## config.mk

```make
export PLATFORM = sky130hd
export DESIGN_NAME = mul_const_23_seq
export DESIGN_NICKNAME = d
export VERILOG_FILES = /design/src/rtl/mulc_pkg.sv /design/src/rtl/mulc_chunk_step.sv /design/src/rtl/mul_const_23_seq.sv
export SDC_FILE = /design/constraint.sdc
export NUM_CORES = 1
export LEC_CHECK = 0
export CAP_MARGIN = 5
export CORE_MARGIN = 8
export CORE_UTILIZATION = 47
export DETAILED_ROUTE_END_ITERATION = 16
export GPL_TIMING_DRIVEN = 0
export PLACE_DENSITY = 0.74
export RECOVER_POWER = 25
export SLEW_MARGIN = 20
export SYNTH_ARGS = -nofsm -noshare
export SYNTH_HDL_FRONTEND = slang
export SYNTH_HIERARCHICAL = 1
export SYNTH_SLANG_ARGS = --single-unit
```

## constraint.sdc

```tcl
create_clock -name clk -period 9.85 [get_ports clk]
set_input_delay 1.97 -clock clk [delete_from_list [all_inputs] [get_ports clk]]
set_output_delay 1.97 -clock clk [all_outputs]
set_load 0.03 [all_outputs]
```

## src/rtl/mulc_pkg.sv

```systemverilog
`default_nettype none
// ============================================================================
// Module      : mulc_pkg
// Description : Shared constants, state encoding and chunk multiply-add helper
//               for the multiply-by-constant (divide-by-23 inverse) datapath.
// Revision    : 1.0 - initial release
// ============================================================================
package mulc_pkg;

    // Constant multiplier and the widths that follow from it
    localparam int DIVISOR_DEF = 23;
    localparam int CHUNK_DEF   = 4;
    localparam int RW_DEF      = 5;
    localparam int PW_DEF      = CHUNK_DEF + RW_DEF + 1;

    // Sequencer states
    typedef enum logic [1:0] {
        IDLE = 2'd0,
        RUN  = 2'd1,
        DONE = 2'd2
    } state_t;

    // One digit step of the multiply: chunk*DIVISOR + carry at default widths
    function automatic logic [PW_DEF-1:0] chunk_mac(
        input logic [CHUNK_DEF-1:0] chunk,
        input logic [RW_DEF-1:0]    carry
    );
        return PW_DEF'(chunk) * PW_DEF'(DIVISOR_DEF) + PW_DEF'(carry);
    endfunction

endpackage : mulc_pkg
`default_nettype wire

```

## src/rtl/mulc_chunk_step.sv

```systemverilog
`default_nettype none
// ============================================================================
// Module      : mulc_chunk_step
// Description : Combinational digit step p = chunk*DIVISOR + carry, split into
//               the emitted result digit and the carry into the next digit.
// Revision    : 1.0 - initial release
// ============================================================================
module mulc_chunk_step #(
    parameter int CHUNK   = 4,
    parameter int RW      = 5,
    parameter int DIVISOR = 23
) (
    input  logic [CHUNK-1:0] chunk_i,
    input  logic [RW-1:0]    carry_i,
    output logic [CHUNK-1:0] digit_o,
    output logic [RW-1:0]    carry_out_o,
    output logic             ovf_o
);

    localparam int PW = CHUNK + RW + 1;

    logic [PW-1:0] w_p;

    // Full-precision product plus incoming carry
    always_comb begin
        w_p         = PW'(chunk_i) * PW'(DIVISOR) + PW'(carry_i);
        digit_o     = w_p[CHUNK-1:0];
        carry_out_o = w_p[CHUNK+RW-1:CHUNK];
        // Carry stays below DIVISOR, so this top bit is a guard that never
        // fires for legal parameters; it is folded into the error flag.
        ovf_o       = w_p[PW-1];
    end

endmodule : mulc_chunk_step
`default_nettype wire

```

## src/rtl/mul_const_23_seq.sv

```systemverilog
`default_nettype none
// ============================================================================
// Module      : mul_const_23_seq
// Description : Sequential x = q*DIVISOR + r reconstruction, CHUNK quotient
//               bits per cycle LSB-first, valid/ready on both sides.
// Revision    : 1.0 - initial release
// ============================================================================
module mul_const_23_seq
    import mulc_pkg::*;
#(
    parameter int WIDTH   = 64,
    parameter int DIVISOR = DIVISOR_DEF,
    parameter int CHUNK   = CHUNK_DEF,
    parameter int RW      = RW_DEF
) (
    input  logic             clk,
    input  logic             rst,
    input  logic             in_valid,
    output logic             in_ready,
    input  logic [WIDTH-1:0] in_q,
    input  logic [RW-1:0]    in_r,
    output logic             out_valid,
    input  logic             out_ready,
    output logic [WIDTH-1:0] out_x,
    output logic             out_err
);

    localparam int NSTEP = WIDTH / CHUNK;
    localparam int CNTW  = (NSTEP > 1) ? $clog2(NSTEP) : 1;
    localparam logic [CNTW-1:0] LAST_CNT = CNTW'(NSTEP - 1);
    localparam logic [RW-1:0]   DIV_RW   = RW'(DIVISOR);

    state_t            state_q, state_d;
    logic [WIDTH-1:0]  qsr_q,   qsr_d;
    logic [WIDTH-1:0]  xsr_q,   xsr_d;
    logic [RW-1:0]     carry_q, carry_d;
    logic [CNTW-1:0]   cnt_q,   cnt_d;
    logic              rerr_q,  rerr_d;
    logic [WIDTH-1:0]  outx_q,  outx_d;
    logic              oerr_q,  oerr_d;

    logic [CHUNK-1:0]  w_digit;
    logic [RW-1:0]     w_carry_next;
    logic              w_step_ovf;

    mulc_chunk_step #(
        .CHUNK   (CHUNK),
        .RW      (RW),
        .DIVISOR (DIVISOR)
    ) u_step (
        .chunk_i     (qsr_q[CHUNK-1:0]),
        .carry_i     (carry_q),
        .digit_o     (w_digit),
        .carry_out_o (w_carry_next),
        .ovf_o       (w_step_ovf)
    );

    // State and datapath registers with synchronous reset
    always_ff @(posedge clk) begin
        if (rst) begin
            state_q <= IDLE;
            qsr_q   <= '0;
            xsr_q   <= '0;
            carry_q <= '0;
            cnt_q   <= '0;
            rerr_q  <= 1'b0;
            outx_q  <= '0;
            oerr_q  <= 1'b0;
        end else begin
            state_q <= state_d;
            qsr_q   <= qsr_d;
            xsr_q   <= xsr_d;
            carry_q <= carry_d;
            cnt_q   <= cnt_d;
            rerr_q  <= rerr_d;
            outx_q  <= outx_d;
            oerr_q  <= oerr_d;
        end
    end

    // Next-state, datapath update and result capture
    always_comb begin
        state_d = state_q;
        qsr_d   = qsr_q;
        xsr_d   = xsr_q;
        carry_d = carry_q;
        cnt_d   = cnt_q;
        rerr_d  = rerr_q;
        outx_d  = outx_q;
        oerr_d  = oerr_q;

        case (state_q)
            IDLE: begin
                if (in_valid) begin
                    qsr_d   = in_q;
                    xsr_d   = '0;
                    carry_d = in_r;
                    // Out-of-range remainder is still folded in arithmetically
                    rerr_d  = (in_r >= DIV_RW);
                    cnt_d   = '0;
                    state_d = RUN;
                end
            end
            RUN: begin
                qsr_d   = qsr_q >> CHUNK;
                xsr_d   = {w_digit, xsr_q[WIDTH-1:CHUNK]};
                carry_d = w_carry_next;
                rerr_d  = rerr_q | w_step_ovf;
                cnt_d   = cnt_q + CNTW'(1);
                if (cnt_q == LAST_CNT) begin
                    // Result registers only change here, so they hold across
                    // the handshake and the following operation's RUN phase.
                    outx_d  = xsr_d;
                    oerr_d  = rerr_d | (carry_d != '0);
                    state_d = DONE;
                end
            end
            DONE: begin
                if (out_ready) begin
                    state_d = IDLE;
                end
            end
            default: begin
                state_d = IDLE;
            end
        endcase
    end

    // Handshake outputs decoded from the state register
    always_comb begin
        in_ready  = (state_q == IDLE);
        out_valid = (state_q == DONE);
        out_x     = outx_q;
        out_err   = oerr_q;
    end

endmodule : mul_const_23_seq
`default_nettype wire

```

==> impl_results.md <==
- Run status: finished clean
- RSZ-0062 raised after global routing: false
- Delay-heaviest family, CP: buffers and inverters
- Initial antenna violation count: 0
- Top post-synthesis cells by area: dfxtp_1 45%, nor2_1 8.4%, a211oi_2 7.0%
- CTS buffer count: 22
- Post-DRT Antenna Nets: 0
- Die width: 154 microns
- Fin crit share: 0.431
- Share of cells above drive strength 1: 0.126
- Drc violations: 0
- Gp weighted congestion: 0.863
- Layout Skew: 17.5 ps
- Cells on worst reg2reg path: 12
- Async set-or-reset flop fraction in the synthesized netlist: 0
- CP Max Fanout: 10
- Hold Path Depth: 2
- Routed vias: 7882
- Synth top area share: 0.451
- # diodes: 0
- Filler instances: 1648
- Max-slew headroom: 0.493
- Synth area leader: dfxtp_1
- EDFF count, synth: 0
- Area of the multi-input gates: 4290 sq um
- Hold path start: out_x[8]$_SDFFE_PP0P_
- Critical path launch point type: flip-flop
- Die H: 154 microns
- Vias in the first global route: 7621
- Top FF cell, synth: dfxtp_1
- RR Startpoint: qsr_q[1]$_SDFFE_PP0P_
- CTS clk-pin slew, worst paths: 60 ps
- Leakage Power: 0.00410 uW
- Synth Warn #: 6
- Area growth from synthesis to layout: 26.8%
- Fmax: 0.235 GHz
- Worst hold path class: reg -> reg
- Mapped Area: 8930 sq um
- CP Data Arrival Time: 2280 ps
- Setup TNS: 0 ps
- Post CTS Setup Buffer Count: 0
- Synth top cells by count: 201 x dfxtp_1, 199 x nor2_1, 71 x a21oi_1, 70 x o21ai_0, 68 x nand3_1
- Mean post-synth cell area: 8.99 sq um
- Syn Inst Count: 993
- Core area: 18700 sq um
- Initial core utilization: 0.477
- Final Hold Vio Count: 0
- Kind of end point of the critical path: output port
- Sequential cell area fraction in the yosys report: 0.451
- Fin crit period: 4250 ps
- DR iter-0 viols: 519
- Measured slew at the worst slew-check pin: 761 ps
- Layout Nets: 1255
- WL per Instance: 17.1 microns
- # setup viols final: 0
- Initial DRT Pass Iterations: 5
- Peak VDD IR: 111 uV
- Gr ovfl total: 0
- Finished Layout Cells: 1405
- Worst reg2reg path endpoint: out_err$_SDFFE_PP0P_
- H-Tree Depth: 1
- Worst-skew pair later-pin latency: 500 ps
- DPL Wire Length: 17400 microns
- CTS tree: done
- Max-Cap Viols: 0
- R2R Setup Slk: 6010 ps
- Utilization after layout: 0.605
- Clock Path Buffers: 3
- Power per cell area: 171 nW/um^2
- Worst Path Required: 7880 ps
- Die ar.: 23700 sq um
- Critical path class: reg -> out
- Worst hold slack: 472 ps
- Post-Syn Nets: 1093
- Number of I/O pins: 140
- Site Rows: 50
- Worst-path cell with the longest stage delay: clkdlybuf4s50_1
- First-pass GRT wire length: 39700 microns
- Hold endpoint: out_x[8]$_SDFFE_PP0P_
- Cell breakdown of the critical path: clkbuf_1 > nor2b_1 > clkdlybuf4s50_1
- GRT Total Usage: 0.200
- Via density per instance: 5.61
- Buf/Inv on CP: 2
- Cts hold-fix bufs: 0
- # clock sinks: 201
- Power, Total: 1940 uW
- CP peak stage delay: 740 ps
- Netlist cell types: 41
- Cts repair resizes: 0
- Register area: 4020 sq um
- CTS root buffer: clkbuf_16
- Port Buffers: 138
- WL final: 24000 microns
- Most common cell in the netlist: dfxtp_1
- Register bit total from synthesis: 201
- Cell total after placement: 1365
- Final slew viol count: 0
- Largest net degree at the start of global routing: 14
[routing by layer]
layer,wire length [microns],up-vias,GRT usage
li1,-,3920,-
met1,11100,3746,0.271
met2,11400,187,0.322
met3,1120,29,0.0308
met4,483,0,0.0588
met5,0,-,0
[metrics by stage]
stage	cell area [sq um]	setup slack, ps
floorplan	8930	6330
global placement	10600	6020
global route	11300	5490
detailed placement	10600	5990
CTS	11300	5600
finish	11300	5600
[worst max path at each step]
stage / slack, ps / startpoint / endpoint / cells past startpoint
finish: 5600 / state_q[1]$_SDFFE_PP0P_ / out_valid / 3
global route: 5490 / state_q[1]$_SDFFE_PP0P_ / out_valid / 3
CTS: 5600 / state_q[1]$_SDFFE_PP0P_ / out_valid / 3
detailed placement: 5990 / qsr_q[1]$_SDFFE_PP0P_ / out_err$_SDFFE_PP0P_ / 12
global placement: 6020 / qsr_q[1]$_SDFFE_PP0P_ / out_err$_SDFFE_PP0P_ / 12
floorplan: 6330 / qsr_q[1]$_SDFFE_PP0P_ / out_err$_SDFFE_PP0P_ / 12
[logic make-up after synthesis]
| group | after synthesis | share of synthesized area |
|---|---|---|
| DFF | 201 | 0.451 |
| adders and majority gates | 27 | 0.0429 |
| muxes | 2 | 0.00224 |
| AOI/OAI and AO/OA | 350 | 0.294 |
| buffers and inverters | 122 | 0.0691 |
| xor gates and xnor gates | 4 | 0.00392 |
| and+or+nand+nor | 287 | 0.137 |
[worst reg2reg max path, stage by stage, from the launching register on]
cell	delay [ps]
dfxtp_1	380
fa_1	460
fa_1	520
inv_1	50
fa_1	480
inv_1	50
ha_1	330
o21a_1	190
o31a_1	140
o211a_1	260
or4_1	460
nor4_1	250
a311oi_1	140
[layout by cell type, fill, tap and decap left out, types with 9 or more instances in the layout]
| master | Yosys | layout |
|---|---|---|
| nor2_1 | 199 | 199 |
| inv_1 | 19 | 19 |
| o2bb2ai_1 | 62 | 62 |
| clkdlybuf4s50_1 | 0 | 137 |
| buf_2 | 34 | 34 |
| o21ai_0 | 70 | 70 |
| a211oi_2 | 50 | 50 |
| a22oi_1 | 66 | 66 |
| buf_6 | 11 | 10 |
| nand3_1 | 68 | 68 |
| ha_1 | 21 | 21 |
| clkbuf_16 | 0 | 22 |
| clkbuf_1 | 42 | 48 |
| a211oi_1 | 17 | 17 |
| buf_4 | 9 | 9 |
| a21oi_1 | 71 | 71 |
| dfxtp_1 | 201 | 201 |
[sequential cells by signal, indices dropped and copies added (netlist names)]
name     flops
xsr_q       60
out_x       64
qsr_q       64
cnt_q        4
carry_q      5
out_err      1
state_q      2
rerr_q       1
[power by group]
group / leakage [uW] / internal, uW / switching, uW
combinational: 0.00210 / 120 / 148
clock: 0.000357 / 478 / 327
sequential: 0.00164 / 843 / 19.9
total: 0.00410 / 1440 / 495
[final cells by class]
class,instances,share of cell area
Buffer,101,0.0469
Clock buffer,31,0.0561
Clock inverter,9,0.00774
Inverter,21,0.00697
Multi-Input combinational cell,670,0.379
Sequential cell,201,0.356
Tap cell,234,0.0259
Timing Repair Buffer,138,0.122
(Power assumes the default switching activity.)
==> variant: new RTL, same settings <==
Change the package constant `DIVISOR_DEF` from 23 to 17.
--- a/src/rtl/mulc_pkg.sv
+++ b/src/rtl/mulc_pkg.sv
@@ -8,7 +8,7 @@
 package mulc_pkg;
 
     // Constant multiplier and the widths that follow from it
-    localparam int DIVISOR_DEF = 23;
+    localparam int DIVISOR_DEF = 17;
     localparam int CHUNK_DEF   = 4;
     localparam int RW_DEF      = 5;
     localparam int PW_DEF      = CHUNK_DEF + RW_DEF + 1;
Function: no difference found for any inputs over 10 cycles, from zero or initial values and one cycle with rst high; that may be too few to reach the edited logic, so the function may still have changed.
==> variant against the original RTL <==
  * Total power down 3.6%
  * Sequential cell count is the same
  * Design area shrank 2.8%
  * Worst setup slack improved by 0.031 ns
  * Area after synthesis shrank 3.5%
  * Wire length fell by 2.5%
  * Sequential share of layout area grew 1.0 points
  * Hold slack improved by 0.0024 ns
  * Critical endpoint unchanged
  * Largest cell class is now flip-flops and latches
==> variant: results (changes against the original RTL) <==
placement:
  dpl.hpwl_mm: 16.8  # was 17.4 mm
  gp_congestion: 0.857  # was 0.863
  placed_area_mm2: 0.0103  # was 0.0106 mm^2
  dp_worst_setup_slack_ns: 6.18  # was 5.99 ns
  port_buffers: 138  # unchanged
  placed_cells: 1323  # was 1365
cts:
  ctsResizeCount: 0  # unchanged
  clockBufferDepth: 3  # unchanged
  clkLatencyLatePin_ns: 0.50  # about the same
  h-tree-depth: 1  # unchanged
status:
  status: "complete, no violations"  # unchanged
drt:
  wl_mm: 23.4  # was 24.0 mm
  drt_iter0_drc: 598  # was 519
  viasPerCell: 5.63  # was 5.61
  routedWlPerCell_um: 17.2  # was 17.1 um
power:
  total_leakage_power_nw: 3.92  # was 4.10 nW
  irDropWorstVdd_mv: 0.129  # was 0.111 mV
finish:
  diodes: 0  # unchanged
  fillCellCount: 1592  # was 1648
  final_nets: 1203  # was 1255
  drive_above_1_share_pct: 13.4  # was 12.6%
sta:
  fin_skew_ns: 0.0171  # was 0.0175 ns
  worstMarginPinSlew_ns: 0.703  # was 0.761 ns
  layout_min_cycle_time_ns: 4.22  # was 4.25 ns
  hold_slack_ns: 0.475  # was 0.472 ns
grt:
  grt_pass1_vias: 7323  # was 7621
  grt_usage_pct: 20.1  # was 20.0%
  grt_pass1_wl_mm: 37.8  # was 39.7 mm
worst_setup_path:
  cp_max_fo: 10  # unchanged
  arrival_ns: 2.25  # was 2.28 ns
  r2r_setup_slack_ns: 6.89  # was 6.01 ns
logic_synthesis:
  syn_area_per_cell_um2: 9.01  # was 8.99 um^2
  yosysSeqAreaShare_pct: 46.7  # was 45.1%
  synthesis.nets: 1041  # was 1093
  synthTopCellsByCount: "dfxtp_1, nor2_1, a21oi_1"  # unchanged
  netlist_top_cells_area: "dfxtp_1, nor2_1, a211oi_2, o2bb2ai_1, a22oi_1"  # unchanged
worst_hold_path:
  hold_start: "out_x[12]"  # was out_x[8]
  hp-class: "flop to flop"  # unchanged
variant: cell count changes in the layout (fill, tap and decap cells not counted), sizes merged, moves of 2 or more:
cell,before,now
inv,22,10
fa,6,1
ha,21,11
nor2b,6,3
clkinv,6,3
a21o,0,2
buf,57,60
o21ai,70,67
nor2,199,196
o211ai,2,0
variant: power breakdown:
group	switching, mW	internal (mW)
Clock	0.326	0.486
Sequential	0.0188	0.841
Combinational	0.106	0.0891
Total	0.451	1.42
variant: area by class of cell:
type	instances	share of cell area (%)
clock buffer	34	5.96
inverter	10	0.341
multi-input combinational	643	36.3
buffer	102	5.05
timing repair buffer	138	12.6
clock inverter	6	0.648
tap	229	2.60
sequential	201	36.6
variant: worst paths after layout:
kind,end,cells after the start
setup / recovery,out_valid,3
hold / removal,out_x[12],2
setup reg to reg,out_err,11
hold reg to reg,out_x[12],2
variant: cell families after synthesis:
kind of cell / synth area share (%)
AO/OA/AOI/OAI: 30.1
XOR/XNOR: 0.508
adder cells (fa/ha/maj): 1.83
buffers and inverters: 6.93
flip-flops: 46.7
multiplexers: 0.116
other: 0.0435
AND/OR/NAND/NOR: 13.7
variant: critical path, stage by stage, from the launching register on:
cell	delay [ns]
dfxtp_1	0.34
clkbuf_1	0.40
nor2b_1	0.24
clkdlybuf4s50_1	0.76
variant: per-layer routing:
metal	wire [um]	up-vias	part of all wire [%]	global-route usage [%]
met5	0	-	0	0
met4	429	0	1.8	5.24
met3	1480	32	6.3	3.14
met2	11000	217	47	33.0
met1	10500	3639	45	27.0
li1	-	3787	-	-
